**src/rtl/id_opnd_stage.sv**
```systemverilog
// ID/EX operand stage: resolves source operands through a priority forwarding
// network, detects load-use hazards against the youngest source, and registers ID/EX.
module id_opnd_stage #(
  parameter int DATA_W = 32,
  parameter int ADDR_W = 5,
  parameter int PC_W   = 30,
  parameter int N_FWD  = 2,
  parameter int CNT_W  = 16
) (
  input  logic                    clk,
  input  logic                    reset,
  input  logic                    stall,
  input  logic                    flush,
  input  logic                    if_en,
  input  logic [PC_W-1:0]         if_pc,
  input  logic [ADDR_W-1:0]       rs0_addr,
  input  logic [ADDR_W-1:0]       rs1_addr,
  input  logic                    rs0_use,
  input  logic                    rs1_use,
  input  logic [DATA_W-1:0]       gpr_rd_data_0,
  input  logic [DATA_W-1:0]       gpr_rd_data_1,
  input  logic [N_FWD-1:0]        fwd_en,
  input  logic [N_FWD-1:0]        fwd_gpr_we_,
  input  logic [N_FWD-1:0]        fwd_is_load,
  input  logic [N_FWD*ADDR_W-1:0] fwd_dst_addr,
  input  logic [N_FWD*DATA_W-1:0] fwd_data,
  output logic                    ld_hazard,
  output logic                    id_en,
  output logic [PC_W-1:0]         id_pc,
  output logic [DATA_W-1:0]       id_opnd_0,
  output logic [DATA_W-1:0]       id_opnd_1,
  output logic [CNT_W-1:0]        hazard_cnt
);

  function automatic logic [CNT_W-1:0] sat_inc(input logic [CNT_W-1:0] c);
    return (&c) ? c : c + CNT_W'(1);
  endfunction

  logic [N_FWD-1:0]  w_hit0_p0, w_hit1_p0;
  logic [DATA_W-1:0] w_opnd0_p0, w_opnd1_p0;

  // Stage p0: match forwarding sources and resolve operands
  always_comb begin
    for (int i = 0; i < N_FWD; i++) begin
      w_hit0_p0[i] = fwd_en[i] & ~fwd_gpr_we_[i] &
                     (fwd_dst_addr[i*ADDR_W +: ADDR_W] == rs0_addr);
      w_hit1_p0[i] = fwd_en[i] & ~fwd_gpr_we_[i] &
                     (fwd_dst_addr[i*ADDR_W +: ADDR_W] == rs1_addr);
    end
  end

  // Walk from oldest to youngest so the lowest-index match is the final winner.
  always_comb begin
    w_opnd0_p0 = gpr_rd_data_0;
    w_opnd1_p0 = gpr_rd_data_1;
    for (int i = N_FWD-1; i >= 0; i--) begin
      if (w_hit0_p0[i]) w_opnd0_p0 = fwd_data[i*DATA_W +: DATA_W];
      if (w_hit1_p0[i]) w_opnd1_p0 = fwd_data[i*DATA_W +: DATA_W];
    end
  end

  // Only the EX source can still be waiting on memory; older loads are forwardable.
  assign ld_hazard = if_en & fwd_is_load[0] &
                     ((rs0_use & w_hit0_p0[0]) | (rs1_use & w_hit1_p0[0]));

  logic              r_vld_p1;
  logic [PC_W-1:0]   r_pc_p1;
  logic [DATA_W-1:0] r_opnd0_p1, r_opnd1_p1;
  logic [CNT_W-1:0]  r_cnt_p1;

  // Stage p1: ID/EX register
  always_ff @(posedge clk) begin
    if (reset) begin
      r_vld_p1   <= 1'b0;
      r_pc_p1    <= '0;
      r_opnd0_p1 <= '0;
      r_opnd1_p1 <= '0;
      r_cnt_p1   <= '0;
    end else if (flush) begin
      r_vld_p1   <= 1'b0;
      r_pc_p1    <= '0;
      r_opnd0_p1 <= '0;
      r_opnd1_p1 <= '0;
    end else if (!stall) begin
      if (ld_hazard) begin
        r_vld_p1 <= 1'b0;
        r_cnt_p1 <= sat_inc(r_cnt_p1);
      end else begin
        r_vld_p1   <= if_en;
        r_pc_p1    <= if_pc;
        r_opnd0_p1 <= w_opnd0_p0;
        r_opnd1_p1 <= w_opnd1_p0;
      end
    end
  end

  assign id_en      = r_vld_p1;
  assign id_pc      = r_pc_p1;
  assign id_opnd_0  = r_opnd0_p1;
  assign id_opnd_1  = r_opnd1_p1;
  assign hazard_cnt = r_cnt_p1;

endmodule

```
**config.mk**
```make
export PLATFORM = sky130hd
export DESIGN_NAME = id_opnd_stage
export DESIGN_NICKNAME = d
export VERILOG_FILES = /design/src/rtl/id_opnd_stage.sv
export SDC_FILE = /design/constraint.sdc
export NUM_CORES = 1
export LEC_CHECK = 0
export ABC_CLOCK_PERIOD_IN_PS = 1870
export BUFFER_PORTS_ARGS = -buffer_cell sky130_fd_sc_hd__buf_4
export CORE_UTILIZATION = 40
export CTS_BUF_LIST = sky130_fd_sc_hd__clkbuf_8
export CTS_CLUSTER_DIAMETER = 30
export DETAILED_ROUTE_END_ITERATION = 12
export PLACE_DENSITY = 0.75
export RECOVER_POWER = 25
export REMOVE_ABC_BUFFERS = 1
export SLEW_MARGIN = 0
export SYNTH_ARGS = -nofsm -noshare
export SYNTH_HDL_FRONTEND = slang
export SYNTH_SLANG_ARGS = --single-unit
```
**constraint.sdc**
```tcl
create_clock -name clk -period 1.87 [get_ports clk]
set_clock_uncertainty 0.15 [all_clocks]
set_input_delay 0 -clock clk [delete_from_list [all_inputs] [get_ports clk]]
set_output_delay 0 -clock clk [all_outputs]
set_load 0.05 [all_outputs]
```
==> PnR_summary.wiki, run 1 <==
{| class="wikitable"
! Metric !! Value
|-
| Status || complete, but fails checks
|-
| Violations in the final reports || negative setup slack
|-
| Via count of the first global-routing pass || 7388
|-
| Area share of the leading cell type in the synthesized netlist || 38.9%
|-
| Share of the yosys chip area belonging to registers || 38.9%
|-
| Power consumption || 5.74 mW
|-
| FF-to-FF Start || hazard_cnt[0]
|-
| Number of antenna violations at the first check in global routing || 0
|-
| Wire length of the first global-routing pass || 36.3 mm
|-
| Primary flip-flop cell chosen by synthesis mapping || dfxtp_1
|-
| Number of distinct library cell variants in the gate-level netlist after synthesis || 38
|-
| Final #Nets || 1388
|-
| Mapped Area || 5710 um2
|-
| Maximum clock insertion buffer count || 2
|-
| Cell types occupying the most area after synthesis || dfxtp_1 (39%), mux2i_1 (11%), nand2_1 (9.0%)
|-
| DRC Markers || 0
|-
| Clock latency of the later-clocked register in the worst-skew pair || 0.38 ns
|-
| Setup TNS after final layout || -0.943 ns
|-
| Mean instance size in the synthesized netlist || 8.11 um2
|-
| Pin count of the biggest net entering global routing || 55
|-
| Cell taking the most area after synthesis || dfxtp_1
|-
| HPWL after DPL || 13.9 mm
|-
| Share of synthesized flip-flops with an asynchronous set or reset || 0%
|-
| CP max FO || 9
|-
| Most used standard cell by instance count after synthesis || nand2_1
|-
| Clock sink total || 111
|-
| Placed inst area || 8560 um2
|-
| Worst path arrival time || 2.16 ns
|-
| Max-slew violation count || 0
|-
| Floorplan core area || 13900 um2
|-
| Initial standard-cell utilization of the core || 41.1%
|-
| Slack of the worst reg-to-reg path || -0.12 ns
|-
| Start point of the critical path || hazard_cnt[0]
|-
| Post-Syn Instances || 704
|-
| Number of ports placed on the die boundary || 303
|-
| Instance count on the critical path || 8
|-
| Clock buffer count from CTS || 9
|-
| Worst supply voltage drop on vdd || 0.461 mV
|-
| Average vias per placed instance || 5.30
|-
| Sum of routed wire length over all layers || 24.2 mm
|-
| Cell Chain, Critical Path || ha_4 > inv_2 > nor3_2 > a21o_1 > a211o_4 > buf_6 > or3_1 > a21oi_2
|-
| Largest delay share family, worst path || compound AO/OA/AOI/OAI gates
|-
| Start-to-end type of the worst setup path || register to register
|-
| Crit Reg-Reg Endpoint || hazard_cnt[15]
|-
| Worst setup slack before clock tree synthesis || -0.287 ns
|-
| I/O Buffers || 301
|-
| Most numerous cell types in the synthesized netlist || nand2_1 (137), dfxtp_1 (111), nor2_1 (104)
|-
| Count of final setup violators || 14
|-
| CTS H-tree depth || 3
|-
| Least-Margin Pin Slew || 0.681 ns
|-
| Diode insertion count for antenna repair || 0
|-
| Yosys warning count || 0
|-
| Hold Vio Cnt, Final || 0
|-
| Post-route fraction of the period consumed by the critical path || 107%
|-
| Critical path destination || hazard_cnt[15]
|-
| Final Worst Setup Slack || -0.122 ns
|-
| CP Launch Type || register
|-
| DIE AREA || 14800 um2
|-
| Post-layout instance area || 10400 um2
|-
| Number of detailed-routing iterations run before antenna repair || 5
|-
| Antenna viol nets, final || 0
|-
| Routability congestion estimate || 0.883
|-
| Count of flip-flops with a built-in enable after synthesis || 0
|-
| Total number of vias || 7326
|-
| Fraction of final layout cells sized beyond drive strength 1 || 30.7%
|-
| Clock input transition at the sequential cells of the worst setup and hold paths || 0.11 ns
|-
| Number of placement rows || 43
|-
| Height of the chip || 121 um
|-
| Global route overflow || 0
|-
| Crit path time final || 1.99 ns
|-
| GR Util All Layers || 31.5%
|-
| Clock root buffer || clkbuf_8
|-
| Headroom to the max-slew limit || 54.8%
|-
| Crit path largest cell delay || 0.38 ns
|-
| TritonCTS clock tree || yes
|-
| Synthesis-to-finish area growth || 82.9%
|-
| X dimension of the die || 121 um
|-
| Power Dens Cells || 550 nW/um2
|-
| First-iteration detailed-routing DRC count || 459
|-
| Endpoint class of the critical path || register
|-
| Flops & latches, synth || 111
|-
| Unrepaired setup endpoints after global routing || true
|-
| Cell type of the slowest stage on the worst timing path || or3_1
|-
| Maximum frequency from static timing analysis || 0.502 GHz
|-
| Type of the tightest min-delay check || input port to register
|-
| Combined buffer and inverter count along the critical path || 2
|-
| Leak || 4.81 nW
|-
| Final routed wire length divided by cell count || 17.5 um
|-
| Critical path required time || 2.04 ns
|-
| Max-cap violations || 0
|-
| Path depth of the worst reg2reg path || 8
|}
## cells in the final DEF (no fill, tap or decap), drive strengths merged, types with 3 or more instances in the layout
cell	instances
buf	324
dlygate4sd3	162
nand2	137
dfxtp	111
nor2	104
a21oi	74
mux2i	63
clkbuf	61
a211o	33
a311o	32
xor2	11
xnor2	10
nand4	9
nand3	8
or3	8
o21ai	7
nor4	6
nor2b	5
and2	4
or2	4
mux2	4
bufinv	3
inv	3
## through the flow
stage	std cells	utilization (%)	hold slack, ns
global placement	1194	61.7	0.0767
global route	1381	75.2	0.0427
finish	1381	75.2	0.0305
detailed placement	1194	61.7	0.0866
CTS	1379	75.9	0.000638
floorplan	648	-	-0.0809
## cells by family after synthesis
| logic type | share of synthesized area [%] |
|---|---|
| and+or+nand+nor | 21.6 |
| DFF | 38.9 |
| AOI/OAI and AO/OA | 18.8 |
| buffers and inverters | 5.46 |
| xor gates and xnor gates | 3.22 |
| adders and majority gates | 0.219 |
| muxes | 11.8 |
## routing by layer
metal / up-vias / part of all wire (%) / wire [um] / track usage, %
li1: 3440 / - / - / -
met1: 3361 / 37 / 8920 / 33.2
met2: 423 / 50 / 12200 / 56.4
met3: 102 / 7.7 / 1860 / 6.58
met4: 0 / 4.9 / 1190 / 20.5
met5: - / 0 / 0 / 0
## tightest hold or removal path: cells and delay by family
| family | cells | cell delay (ns) |
|---|---|---|
| AND/OR/NAND/NOR | 3 | 0.27 |
| buffers and inverters | 1 | 0.08 |
| AO/OA/AOI/OAI | 2 | 0.16 |
## state kept, by name, indices dropped and copies added (netlist names)
signal / cells
id_pc: 30
hazard_cnt: 16
id_opnd_0: 32
id_en: 1
id_opnd_1: 32
## layout make-up
class                           count  area [um2]
Clock inverter                      6         115
Tap cell                          180         225
Fill cell                         977        3440
Timing Repair Buffer              537        4440
Multi-Input combinational cell    535        3300
Sequential cell                   111        2220
Clock buffer                       10         138
Inverter                            2        7.51
## how the worst min path moves through the flow
stage	startpoint	to	slack [ns]	cells past startpoint
floorplan	reset	hazard_cnt[11]	-0.08	1
finish	flush	hazard_cnt[14]	0.03	6
CTS	flush	hazard_cnt[14]	0.0006	6
global placement	if_pc[20]	id_pc[20]	0.08	3
global route	flush	hazard_cnt[14]	0.04	6
detailed placement	if_pc[6]	id_pc[6]	0.09	3
## power by group
| group | leakage, nW | switching, mW | total, mW | internal [mW] |
|---|---|---|---|---|
| Sequential | 0.904 | 0.0374 | 2.47 | 2.43 |
| Clock | 0.123 | 0.856 | 1.79 | 0.934 |
| Combinational | 3.78 | 0.712 | 1.48 | 0.770 |
| Total | 4.81 | 1.61 | 5.74 | 4.13 |
## timing repair
action | in CTS | in global routing
hold buffers | 162 | 0
hold endpoints to repair | 111 | 0
endpoints found under the setup margin | 16 | 19
resized for setup | 10 | 17
pin swaps | 9 | 7
setup buffers | 7 | 3
Note: power is estimated with default switching activity, not from simulation.
==> run 2: changes to the inputs <==
--- a/config.mk
+++ b/config.mk
@@ -5,13 +5,14 @@
 export SDC_FILE = /design/constraint.sdc
 export NUM_CORES = 1
 export LEC_CHECK = 0
+export ABC_AREA = 1
 export ABC_CLOCK_PERIOD_IN_PS = 1870
 export BUFFER_PORTS_ARGS = -buffer_cell sky130_fd_sc_hd__buf_4
 export CORE_UTILIZATION = 40
 export CTS_BUF_LIST = sky130_fd_sc_hd__clkbuf_8
 export CTS_CLUSTER_DIAMETER = 30
 export DETAILED_ROUTE_END_ITERATION = 12
-export PLACE_DENSITY = 0.75
+export PLACE_DENSITY = 0.72
 export RECOVER_POWER = 25
 export REMOVE_ABC_BUFFERS = 1
 export SLEW_MARGIN = 0
==> run 2 against run 1 <==
- sequential share of layout area down 1.5 points
- critical path depth up 4
- highest routed layer unchanged
- the flow now finishes without violations
- via count up 28%
- critical path type unchanged
==> PnR_summary.wiki, run 2 <==
{| class="wikitable"
! Metric !! Value
|-
| Combinational cell fraction of total power || 32.2% (was 25.8%)
|-
| Placed inst area || 9600 um2 (was 8560 um2)
|-
| TritonCTS clock tree || yes (unchanged)
|-
| Least-Margin Pin Slew || 0.698 ns (was 0.681 ns)
|-
| First-iteration detailed-routing DRC count || 605 (was 459)
|-
| Hold EP || hazard_cnt[4] (was hazard_cnt[14])
|-
| Max-slew violation count || 0 (unchanged)
|-
| Leak || 5.82 nW (was 4.81 nW)
|-
| Area fraction in compound gates after synthesis || 4.29% (was 18.8%)
|-
| Clock latency of the later-clocked register in the worst-skew pair || 0.38 ns (about the same)
|-
| Number of ports placed on the die boundary || 303 (unchanged)
|-
| Clock input transition at the sequential cells of the worst setup and hold paths || 0.10 ns (was 0.11 ns)
|-
| Post-Syn Instances || 1255 (was 704)
|-
| Via count of the first global-routing pass || 8872 (was 7388)
|-
| Mux share of post-synthesis cell area || 0% (was 11.8%)
|-
| Clock root buffer || clkbuf_8 (unchanged)
|-
| Final Worst Setup Slack || 0.0777 ns (was -0.122 ns)
|-
| Number of distinct library cell variants in the gate-level netlist after synthesis || 24 (was 38)
|-
| Count of final setup violators || 0 (was 14)
|-
| Max-cap violations || 0 (unchanged)
|-
| Height of the chip || 135 um (was 121 um)
|-
| Clock buffer count from CTS || 9 (unchanged)
|-
| Synthesis-to-finish area growth || 59.6% (was 82.9%)
|-
| DRC Markers || 0 (unchanged)
|-
| Initial standard-cell utilization of the core || 40.9% (was 41.1%)
|-
| X dimension of the die || 135 um (was 121 um)
|-
| Worst hold slack across all endpoints || 0.0875 ns (was 0.0305 ns)
|-
| Slack of the worst reg-to-reg path || 0.08 ns (was -0.12 ns)
|-
| Instance count on the critical path || 12 (was 8)
|-
| CP max FO || 8 (was 9)
|-
| Critical path required time || 2.01 ns (was 2.04 ns)
|-
| Power dissipated by switching net loads || 1.93 mW (was 1.61 mW)
|-
| CP Launch Type || register (unchanged)
|-
| Primary flip-flop cell chosen by synthesis mapping || dfxtp_1 (unchanged)
|-
| Final routed wire length divided by cell count || 14.1 um (was 17.5 um)
|-
| Cell Chain, Critical Path || ha_2 > nand2_2 > nor2_4 > nand2_1 > o21ai_1 > buf_4 > nor2_2 > nand3_1 > nor2_2 > nand2_1 > nand2_1 > nor2_1 (was ha_4 > inv_2 > nor3_2 > a21o_1 > a211o_4 > buf_6 > or3_1 > a21oi_2)
|-
| Pin count of the biggest net entering global routing || 83 (was 55)
|-
| Maximum clock insertion buffer count || 2 (unchanged)
|-
| Clock share of power || 24.5% (was 31.2%)
|-
| Mean instance size in the synthesized netlist || 5.62 um2 (was 8.11 um2)
|-
| FF-to-FF Start || hazard_cnt[0] (unchanged)
|-
| Worst setup slack before clock tree synthesis || -0.0125 ns (was -0.287 ns)
|-
| Maximum frequency from static timing analysis || 0.558 GHz (was 0.502 GHz)
|-
| Setup TNS after final layout || 0 ns (was -0.943 ns)
|-
| Diode insertion count for antenna repair || 0 (unchanged)
|-
| Most used standard cell by instance count after synthesis || nand2_1 (unchanged)
|-
| Wire length of the first global-routing pass || 42.3 mm (was 36.3 mm)
|-
| Mapped Area || 7050 um2 (was 5710 um2)
|-
| Worst path arrival time || 1.93 ns (was 2.16 ns)
|-
| Total number of vias || 9361 (was 7326)
|-
| Number of antenna violations at the first check in global routing || 0 (unchanged)
|-
| Yosys warning count || 0 (unchanged)
|-
| Status || finished clean (was complete, but fails checks)
|-
| Final #Nets || 1889 (was 1388)
|-
| Power Dens Cells || 514 nW/um2 (was 550 nW/um2)
|-
| Antenna viol nets, final || 0 (unchanged)
|-
| Largest delay share family, worst path || simple AND/OR/NAND/NOR gates (was compound AO/OA/AOI/OAI gates)
|-
| Crit Reg-Reg Endpoint || hazard_cnt[15] (unchanged)
|-
| Hold Vio Cnt, Final || 0 (unchanged)
|-
| Cell depth of the worst hold path || 7 (was 6)
|-
| Cell type of the slowest stage on the worst timing path || dfxtp_2 (was or3_1)
|-
| Most numerous cell types in the synthesized netlist || nand2_1 (389), nor2_1 (248), inv_1 (219) (was nand2_1 (137), dfxtp_1 (111), nor2_1 (104))
|-
| CTS H-tree depth || 3 (unchanged)
|-
| Simple-gate share of the synthesized area || 46.6% (was 21.6%)
|-
| Start-to-end type of the worst setup path || register to register (unchanged)
|-
| Endpoint class of the critical path || register (unchanged)
|-
| Cell types occupying the most area after synthesis || dfxtp_1 (32%), nand2_1 (21%), nor2_1 (13%) (was dfxtp_1 (39%), mux2i_1 (11%), nand2_1 (9.0%))
|-
| Final-layout fill cell count || 1563 (was 977)
|-
| Area share of the leading cell type in the synthesized netlist || 31.5% (was 38.9%)
|-
| I/O Buffers || 301 (unchanged)
|-
| Average vias per placed instance || 4.86 (was 5.30)
|-
| Crit path largest cell delay || 0.34 ns (was 0.38 ns)
|-
| Total internal power || 3.85 mW (was 4.13 mW)
|-
| Fraction of final layout cells sized beyond drive strength 1 || 19.2% (was 30.7%)
|-
| Flop pwr share || 43.3% (was 43.0%)
|-
| Routability congestion estimate || 0.909 (was 0.883)
|-
| Count of flip-flops with a built-in enable after synthesis || 0 (unchanged)
|-
| Global route overflow || 0 (unchanged)
|-
| Sum of routed wire length over all layers || 27.1 mm (was 24.2 mm)
|-
| Crit path time final || 1.79 ns (was 1.99 ns)
|-
| Launch point of the worst hold path || rs1_use (was flush)
|-
| Headroom to the max-slew limit || 53.7% (was 54.8%)
|-
| Floorplan core area || 17200 um2 (was 13900 um2)
|-
| Number of detailed-routing iterations run before antenna repair || 5 (unchanged)
|-
| Share of synthesized flip-flops with an asynchronous set or reset || 0% (unchanged)
|-
| DIE AREA || 18200 um2 (was 14800 um2)
|-
| Largest family of logic cells by synthesized area || simple AND/OR/NAND/NOR gates (unchanged)
|-
| Combined buffer and inverter count along the critical path || 1 (was 2)
|-
| Most used cell along the critical path || nand2_1
|-
| Most common cell after layout, fill and taps aside || nand2_1 (was buf_4)
|-
| Sw Share || 33.4% (was 28.0%)
|-
| Number of placement rows || 48 (was 43)
|-
| Type of the tightest min-delay check || input port to register (unchanged)
|-
| Flops & latches, synth || 111 (unchanged)
|-
| Post-layout instance area || 11300 um2 (was 10400 um2)
|-
| Post-Synth XOR/XNOR Area || 0.124% (was 3.22%)
|-
| Most frequent cells in the layout || nand2_1 (388), buf_4 (277), nor2_1 (236) (was buf_4 (306), dlygate4sd3_1 (162), nand2_1 (136))
|-
| Share of the yosys chip area belonging to registers || 31.5% (was 38.9%)
|-
| Unrepaired setup endpoints after global routing || true (unchanged)
|-
| Cell taking the most area after synthesis || dfxtp_1 (unchanged)
|-
| Post-route fraction of the period consumed by the critical path || 95.8% (was 107%)
|-
| Worst supply voltage drop on vdd || 0.345 mV (was 0.461 mV)
|-
| HPWL after DPL || 18.1 mm (was 13.9 mm)
|-
| Post-Synth Adder-Cell Area || 0.177% (was 0.219%)
|-
| Path depth of the worst reg2reg path || 12 (was 8)
|-
| GR Util All Layers || 29.5% (was 31.5%)
|-
| Clock sink total || 111 (unchanged)
|}
run 2: worst min-delay path, delay by kind of cell:
kind          cells  cell delay (ns)
buf+inv           2             0.15
simple gates      5             0.43
run 2: what timing repair did:
action,in CTS,in global routing
gates resized for setup,0,18
hold buffers,162,0
setup endpoints to repair,0,29
endpoints found under the hold margin,111,0
buffers inserted,0,0
run 2: layout make-up:
class | instances | area, um2 | share of cell area [%]
repair buffers | 501 | 4030 | 35.8
clock inverters | 3 | 17.5 | 0.156
inverters | 220 | 826 | 7.34
well taps | 225 | 282 | 2.50
multi-input cells | 854 | 3710 | 32.9
clock buffers | 12 | 165 | 1.47
flip-flops and latches | 111 | 2220 | 19.8
run 2: per-layer routing:
layer	vias to the layer above	track usage [%]	wire length (um)
met3	70	6.49	2820
met1	4142	33.5	10400
met2	481	52.3	13100
li1	4668	-	-
met4	0	14.0	817
met5	-	0	0
run 2: power by group through the flow:
| stage | registers (mW) | logic (mW) | clock network, mW |
|---|---|---|---|
| after global routing | 2.52 | 2.01 | 1.53 |
| after CTS | 2.51 | 1.87 | 1.46 |
| final | 2.50 | 1.86 | 1.42 |
| after global placement | 2.56 | 1.56 | 0 |
| after detailed placement | 2.56 | 1.57 | 0 |
| after floorplan | 2.86 | 0.546 | 0 |
run 2: worst max path at each step:
stage,startpoint,to,slack [ns]
floorplan,reset,id_pc[10],-1.45
global placement,fwd_gpr_we_[0],id_opnd_1[6],0.08
detailed placement,fwd_gpr_we_[0],id_opnd_0[19],-0.01
CTS,hazard_cnt[0],hazard_cnt[15],0.07
global route,hazard_cnt[2],hazard_cnt[15],-0.01
finish,hazard_cnt[0],hazard_cnt[15],0.08
run 2: cell families (layout without fill, tap and decap cells):
family	after synthesis	count (layout)
buffers and inverters	290	736
and+or+nand+nor	795	795
adders and majority gates	1	1
AOI/OAI and AO/OA	57	57
xor gates and xnor gates	1	1
DFF	111	111
run 2: metrics by stage:
step / cells / util [%] / power, mW
6_report: 1926 / 65.3 / 5.78
5_1_grt: 1926 / 65.3 / 6.06
4_1_cts: 1926 / 66.2 / 5.84
3_5_place_dp: 1749 / 55.7 / 4.13
3_3_place_gp: 1749 / 55.7 / 4.12
2_1_floorplan: 1185 / - / 3.41
